## src/rtl/mem_access_master.sv

```systemverilog
// mem_access_master
//   Sole master on the accumulator processor's unified 16-bit memory port.
//   It takes single-word writes and 1..4 word read bursts from the control
//   unit, drives the memory lines, and returns read words on a valid/ready
//   response channel.
//
// Ports
//   clk, rst_n                     clock, async active-low reset
//   req_valid/req_ready            request handshake (ready only in IDLE)
//   req_write, req_addr,           request: direction, start address,
//   req_wdata, req_len             write word, burst length-1 (reads)
//   rsp_valid/rsp_ready            read response handshake
//   rsp_data, rsp_last             read word, final word of burst
//   wr_done                        pulse: write commits at end of this cycle
//   err                            pulse: request rejected (address too high)
//   mem_address, mem_read_en,      memory port (outputs)
//   mem_write_en, mem_data_in
//   mem_data_out                   memory read data (input)
module mem_access_master #(
  parameter int ADDR_W    = 13,
  parameter int DATA_W    = 16,
  parameter int MEM_DEPTH = 128,
  parameter int READ_WAIT = 1
) (
  input  logic              clk,
  input  logic              rst_n,
  input  logic              req_valid,
  output logic              req_ready,
  input  logic              req_write,
  input  logic [ADDR_W-1:0] req_addr,
  input  logic [DATA_W-1:0] req_wdata,
  input  logic [1:0]        req_len,
  output logic              rsp_valid,
  input  logic              rsp_ready,
  output logic [DATA_W-1:0] rsp_data,
  output logic              rsp_last,
  output logic              wr_done,
  output logic              err,
  output logic [ADDR_W-1:0] mem_address,
  output logic              mem_read_en,
  output logic              mem_write_en,
  output logic [DATA_W-1:0] mem_data_in,
  input  logic [DATA_W-1:0] mem_data_out
);

  typedef enum logic [1:0] {IDLE, WRITE, RD_WAIT, RD_RESP} state_t;

  localparam int                WAIT_W    = $clog2(READ_WAIT + 1);
  localparam logic [WAIT_W-1:0] WAIT_INIT = WAIT_W'(READ_WAIT);
  localparam logic [ADDR_W-1:0] LAST_ADDR = ADDR_W'(MEM_DEPTH - 1);
  localparam logic [31:0]       DEPTH_U   = 32'(MEM_DEPTH);

  state_t            state_q, state_d;
  logic [ADDR_W-1:0] addr_q, addr_d;
  logic [DATA_W-1:0] wdata_q, wdata_d;
  logic [DATA_W-1:0] rdata_q, rdata_d;
  logic [1:0]        remaining_q, remaining_d;
  logic [WAIT_W-1:0] wait_q, wait_d;
  logic              err_q, err_d;
  logic              addr_ok;

  assign addr_ok = 32'(req_addr) < DEPTH_U;

  always_ff @(posedge clk or negedge rst_n) begin
    if (!rst_n) begin
      state_q     <= IDLE;
      addr_q      <= '0;
      wdata_q     <= '0;
      rdata_q     <= '0;
      remaining_q <= '0;
      wait_q      <= '0;
      err_q       <= 1'b0;
    end else begin
      state_q     <= state_d;
      addr_q      <= addr_d;
      wdata_q     <= wdata_d;
      rdata_q     <= rdata_d;
      remaining_q <= remaining_d;
      wait_q      <= wait_d;
      err_q       <= err_d;
    end
  end

  always_comb begin
    state_d     = state_q;
    addr_d      = addr_q;
    wdata_d     = wdata_q;
    rdata_d     = rdata_q;
    remaining_d = remaining_q;
    wait_d      = wait_q;
    err_d       = 1'b0;
    case (state_q)
      IDLE: begin
        if (req_valid) begin
          if (!addr_ok) begin
            err_d = 1'b1;
          end else if (req_write) begin
            addr_d  = req_addr;
            wdata_d = req_wdata;
            state_d = WRITE;
          end else begin
            addr_d      = req_addr;
            remaining_d = req_len;
            wait_d      = WAIT_INIT;
            state_d     = RD_WAIT;
          end
        end
      end
      WRITE: state_d = IDLE;
      RD_WAIT: begin
        // The counter holds the cycles still to wait including the current
        // one, so a value of 1 marks the sampling edge.
        if (wait_q <= WAIT_W'(1)) begin
          rdata_d = mem_data_out;
          state_d = RD_RESP;
        end else begin
          wait_d = wait_q - 1'b1;
        end
      end
      RD_RESP: begin
        if (rsp_ready) begin
          if (remaining_q == 2'd0) begin
            state_d = IDLE;
          end else begin
            remaining_d = remaining_q - 2'd1;
            // Wrap inside the implemented range, not the full address width.
            addr_d      = (addr_q == LAST_ADDR) ? '0 : addr_q + 1'b1;
            wait_d      = WAIT_INIT;
            state_d     = RD_WAIT;
          end
        end
      end
      default: state_d = IDLE;
    endcase
  end

  // Enables decode straight from the state register so the asynchronous
  // reset removes them immediately, and only one can be high at a time.
  assign req_ready    = (state_q == IDLE);
  assign mem_write_en = (state_q == WRITE);
  assign wr_done      = (state_q == WRITE);
  assign mem_read_en  = (state_q == RD_WAIT);
  assign rsp_valid    = (state_q == RD_RESP);
  assign rsp_last     = (state_q == RD_RESP) && (remaining_q == 2'd0);
  assign rsp_data     = rdata_q;
  assign mem_address  = addr_q;
  assign mem_data_in  = wdata_q;
  assign err          = err_q;

endmodule
```

## config.mk

```make
export PLATFORM = sky130hd
export DESIGN_NAME = mem_access_master
export DESIGN_NICKNAME = d
export VERILOG_FILES = /design/src/rtl/mem_access_master.sv
export SDC_FILE = /design/constraint.sdc
export NUM_CORES = 1
export LEC_CHECK = 0
export ABC_AREA = 1
export CAP_MARGIN = 0
export CORE_ASPECT_RATIO = 0.9
export CORE_MARGIN = 3
export CORE_UTILIZATION = 39
export CTS_BUF_LIST = sky130_fd_sc_hd__clkbuf_16
export DETAILED_ROUTE_END_ITERATION = 6
export GPL_TIMING_DRIVEN = 0
export PLACE_DENSITY = 0.77
export SLEW_MARGIN = 0
export SYNTH_ARGS = -nofsm -noshare
export SYNTH_HDL_FRONTEND = slang
export SYNTH_SLANG_ARGS = --single-unit
```

## constraint.sdc

```tcl
create_clock -name clk -period 1.29 [get_ports clk]
set_input_delay 0.129 -clock clk [delete_from_list [all_inputs] [get_ports clk]]
set_output_delay 0.129 -clock clk [all_outputs]
set_load 0.02 [all_outputs]
```

# Word-level counts from Yosys, hierarchy flattened
# Index checks and enable logic that the tools add are counted.
# word_totals
reg_bits,51
input_bits,52
output_inout_bits,52
# op_classes
addsub,3
n_lt_le_gt_ge,2
eq_ne,11
n_mux,29
n_reduce_logical,11
# op_table
cell,count
13-bit 2-to-1 mux,5
13-bit case mux with 2 select lines,1
2-bit 2-to-1 mux,11
13-bit by 1-bit adder with 13-bit output (second input constant),1
13-bit by 7-bit equality test with 1-bit output (second input constant),1
13-bit by 8-bit less-than comparator with 1-bit output (second input constant),1
1-bit 2-to-1 mux,9
2-bit != test (second input constant),4
2-bit case mux with 4 select lines,1
4-bit AND reduction,2
7-bit AND reduction,1
2-bit by 1-bit != test with 1-bit output (second input constant),3
6-bit AND reduction,1
5-bit AND reduction,1
2-bit equality test (second input constant),2
2-bit logical NOT,2
2-bit case mux with 2 select lines,1
1-bit case mux with 3 select lines,1
3-bit nonzero test,1
2-bit by 1-bit equality test with 1-bit output (second input constant),1
2-bit AND reduction,1
2-bit nonzero test,1
2-bit by 1-bit subtractor with 2-bit output (second input constant),1
1-bit less-or-equal comparator (second input constant),1
2 further kinds,2

# Depth between registers and ports, before layout
# logic_depth
word_depth,5
ltp_mapped,11

# Worst setup path after synthesis
# OpenSTA, ideal clock, no wires.
# synth_path
kind,reg2reg
startpoint,reg addr_q[0] (netlist: mem_address[0])
endpoint,reg addr_q[8] (netlist: mem_address[8])
setup_ps,119
arrival_ps,1346
required_time_ps,1171
setup_slack_ps,-175
path_stages_with_launch,8
period_less_slack_ps,1465
path_cell_list,dfrtp_1 -> ha_1 -> nand2_1 -> nor2_2 -> nand3_1 -> nand3_1 -> nand2_1 -> and2_1
# synth_between
elab_chain_cells,5
elab_cells_between_ends,6
# synth_lines
element,line,text
start: declaration,54,"logic [ADDR_W-1:0] addr_q, addr_d;"
start signal: assignment,75,addr_q <= addr_d;
13-bit by 1-bit adder with 13-bit output or 13-bit by 7-bit equality test with 1-bit output (tied branches),127,addr_d = (addr_q == LAST_ADDR) ? '0 : addr_q + 1'b1;
13-bit 2-to-1 mux *,127,
13-bit 2-to-1 mux *,122,if (remaining_q == 2'd0) begin
13-bit 2-to-1 mux *,121,if (rsp_ready) begin
13-bit case mux with 2 select lines *,92,case (state_q)
# Mark *: on every way between the ends. The rest lies on a longest branch, timed or not. The select of a mux whose other input is x is not followed.
# A chain may end at the register's enable or synchronous reset.

# Worst setup path in the final report
# layout_path
startpoint,reg state_q[0]
endpoint,reg addr_q[9] (netlist: mem_address[9])
# layout_between
elab_chain_cells,3
elab_cells_between_ends,9
# layout_lines
element,line,text
start: declaration,53,"state_t state_q, state_d;"
start signal: assignment,74,state_q <= state_d;
2-bit equality test or 2-bit logical NOT (tied branches),92,
"2-bit != test (no line), or another cell as far along",--,
5-bit AND reduction (no line),--,
# Parallel ways exist; a longest one is shown, timed or not.

==> flow_summary.ini <==
[sta]
relSlewSlack = 0.6265
setup_violations = 38
finClkSkew_ns = 0.005899
rsz0062_at_grt = true
setup_slack_ns = -0.1832
holdWs_ns = 0.3641
hold_viol = 0
max_freq_mhz = 678.8
tightest_slew_ns = 0.5602
min_period_ns = 1.473
fin_crit_sh = 1.142
drv_slew = 0

[critical_path]
critPathArrivalTime_ns = 1.65
max_stage_delay_ns = 0.42
criticalPathCategory = reg2reg
cp_cell_sequence = buf_6, nand2_4, or2_4, nand4_4, buf_4, nand2_1, and2_1
cp_max_fo = 6
cp.required_ns = 1.47
end_kind = flop
crit_slowest_cell = dfrtp_1
critPathLaunchType = flop

[power_and_ir_drop]
p_leak_nw = 2.311
switchingPower_mw = 4.628
swShare = 0.4534
p_int_mw = 5.579
p_comb_frac = 0.600
fin_total_pwr_mw = 10.21
pwr-share-seq = 0.272
powerDensity_nw_per_um2 = 2308
vdd_ir_drop_max_uv = 1439
power.share.clock = 0.128

[clock_network]
path_clk_slew_ns = 0.07
cts_root_buf = clkbuf_16
clk_path_buf_depth = 2
cts_made_buffers = 5
clkSinkCount = 50
cts_tree = yes
insertion_delay_ns = 0.29
h-tree-depth = 2

[synth]
synth_nets = 400
synthCells = 346
synth_compound_area_frac = 0.02176
synth.area.mux_share = 0
ys_ff_latch = 50
ys_seq_area_frac = 0.4946
yosys.area_share.simple = 0.4006
synthAdderAreaFrac = 0.009891
yosysWarningCount = 0
avgSynthCellArea_um2 = 7.312
synth-xor-area-share = 0.006924
synth_top_family_by_area = simple AND/OR/NAND/NOR gates
synth_cell_types = 26
syn_area_um2 = 2530

[global_route]
grt_pass1_wl_mm = 12.33
overflow = 0
grt_use_total = 0.2052
antenna_found_initial = 0
grt_pass1_vias = 2628
grt_max_degree = 29

[place]
pre_cts_ws_ns = -0.5859
gp_congestion = 0.8321
dpl_cell_area_um2 = 3751
dp_hpwl_mm = 5.150
placedCellCount = 537
io_buffer_count = 103

[floorplan]
die_area_um2 = 7491
start_util = 0.4070
die_w_um = 90.90
ioPinCount = 104
fp-row-count = 27
dieHeight_um = 82.41
core_um2 = 6216

[final_layout]
layout_commonest_cell = nand2_1
diodes = 0
fin_cells = 577
layout_common_cells = nand2_1, clkdlybuf4s50_1, dfrtp_1, dlygate4sd2_1, nand2_2
stdcell_area_um2 = 4422
drive_above_1_share = 0.2980
area_growth_syn_to_layout_pct = 74.78
fillers = 496
fin_nets = 543

[detailed_routing]
ant_nets = 0
avgRoutedWirePerCell_um = 13.79
drtIter0Drc = 142
dr_total_vias = 2773
wirelength_mm = 7.956
drc = 0
post_drt_via_cell_ratio = 4.806
dr.pass1.iters = 4

[status]
status = finished with violations
violations = negative setup slack

[min_path]
worst_hold_path_type = in2async

[run]
drv_cap = 0
metal layers:
metal	global-route usage	vias to the layer above	wire length, um
li1	-	1352	-
met1	0.2467	1301	3216
met2	0.3486	107	3918
met3	0.07156	13	685
met4	0.07078	0	136
met5	0	-	0
power groups by stage:
stage / logic [mW] / registers, mW / clock network, mW
after floorplan: 2.36 / 3.27 / 0
after global placement: 4.75 / 2.73 / 0
after detailed placement: 4.89 / 2.73 / 0
after CTS: 5.63 / 2.73 / 1.34
after global routing: 6.69 / 2.84 / 1.41
final: 6.12 / 2.77 / 1.31
Yosys cell counts:
library cell,count,share of area
nand3_2,1,0.0040
ha_1,2,0.0099
o21ai_0,9,0.018
nand2_1,165,0.24
buf_2,5,0.0099
nand4_2,1,0.0049
o21ai_1,1,0.0020
nand2_2,3,0.0074
a21oi_1,1,0.0020
xnor2_1,1,0.0035
nor2_2,4,0.0099
clkbuf_1,1,0.0015
xor2_1,1,0.0035
nand3_1,35,0.069
nor2_1,27,0.040
or2_4,1,0.0035
inv_1,26,0.039
nand4_1,2,0.0049
buf_4,1,0.0030
inv_2,2,0.0030
and2_1,2,0.0049
or2_2,1,0.0025
nor2_4,1,0.0045
buf_1,1,0.0015
buf_6,2,0.0089
dfrtp_1,50,0.49
worst max-delay path: cells and delay by family, from the launching register on:
| kind | cells | cell delay (ns) |
|---|---|---|
| buf+inv | 2 | 0.27 |
| flops | 1 | 0.42 |
| simple gates | 5 | 0.67 |
flip-flops by register name, summed over array words and instances (netlist names):
register	cells
err	1
mem_address	13
mem_data_in	16
remaining_q	2
rsp_data	16
state_q	2
final timing paths:
path,start,to,slack (ns),cells past startpoint
worst min register to register,rsp_data[9],rsp_data[9],0.47,2
worst max-delay path,state_q[0],mem_address[9],-0.18,7
worst min-delay path,rst_n,mem_data_in[8],0.36,2
min in group clk,mem_data_out[10],rsp_data[10],0.36,3
max in group asynchronous,rst_n,state_q[1],0.37,3
worst max register to register,state_q[0],mem_address[9],-0.18,7
kinds of logic (layout without fill, tap and decap cells):
group / after synthesis / in the layout
buffers and inverters: 38 / 182
and+or+nand+nor: 243 / 243
DFF: 50 / 50
adders and majority gates: 2 / 2
xor gates and xnor gates: 2 / 2
AOI/OAI and AO/OA: 11 / 11
repair_timing:
action | 4_1_cts | 5_1_grt
hold buffers | 1 | 0
buffers inserted | 22 | 7
pin swaps | 17 | 12
hold endpoints to repair | 22 | 0
gates resized for setup | 142 | 52
gates cloned | 3 | 0
endpoints found under the setup margin | 84 | 50
through the flow:
stage	utilization	TNS, ns
finish	0.7114	-3.114
global route	0.7114	-5.399
CTS	0.6836	-2.517
detailed placement	0.6035	-14.98
global placement	0.6010	-86.56
floorplan	-	-0.3413
layout make-up:
cell class                 instances  area, um2  area share
sequential                        50       1257      0.2844
buffer                            10      111.4     0.02518
multi-input combinational        258       1399      0.3164
inverter                          28      120.1     0.02716
tap                               87      108.9     0.02462
timing repair buffer             136       1279      0.2892
clock inverter                     3      21.27    0.004810
clock buffer                       5      125.1     0.02830
Note: power is estimated with default switching activity, not from simulation.
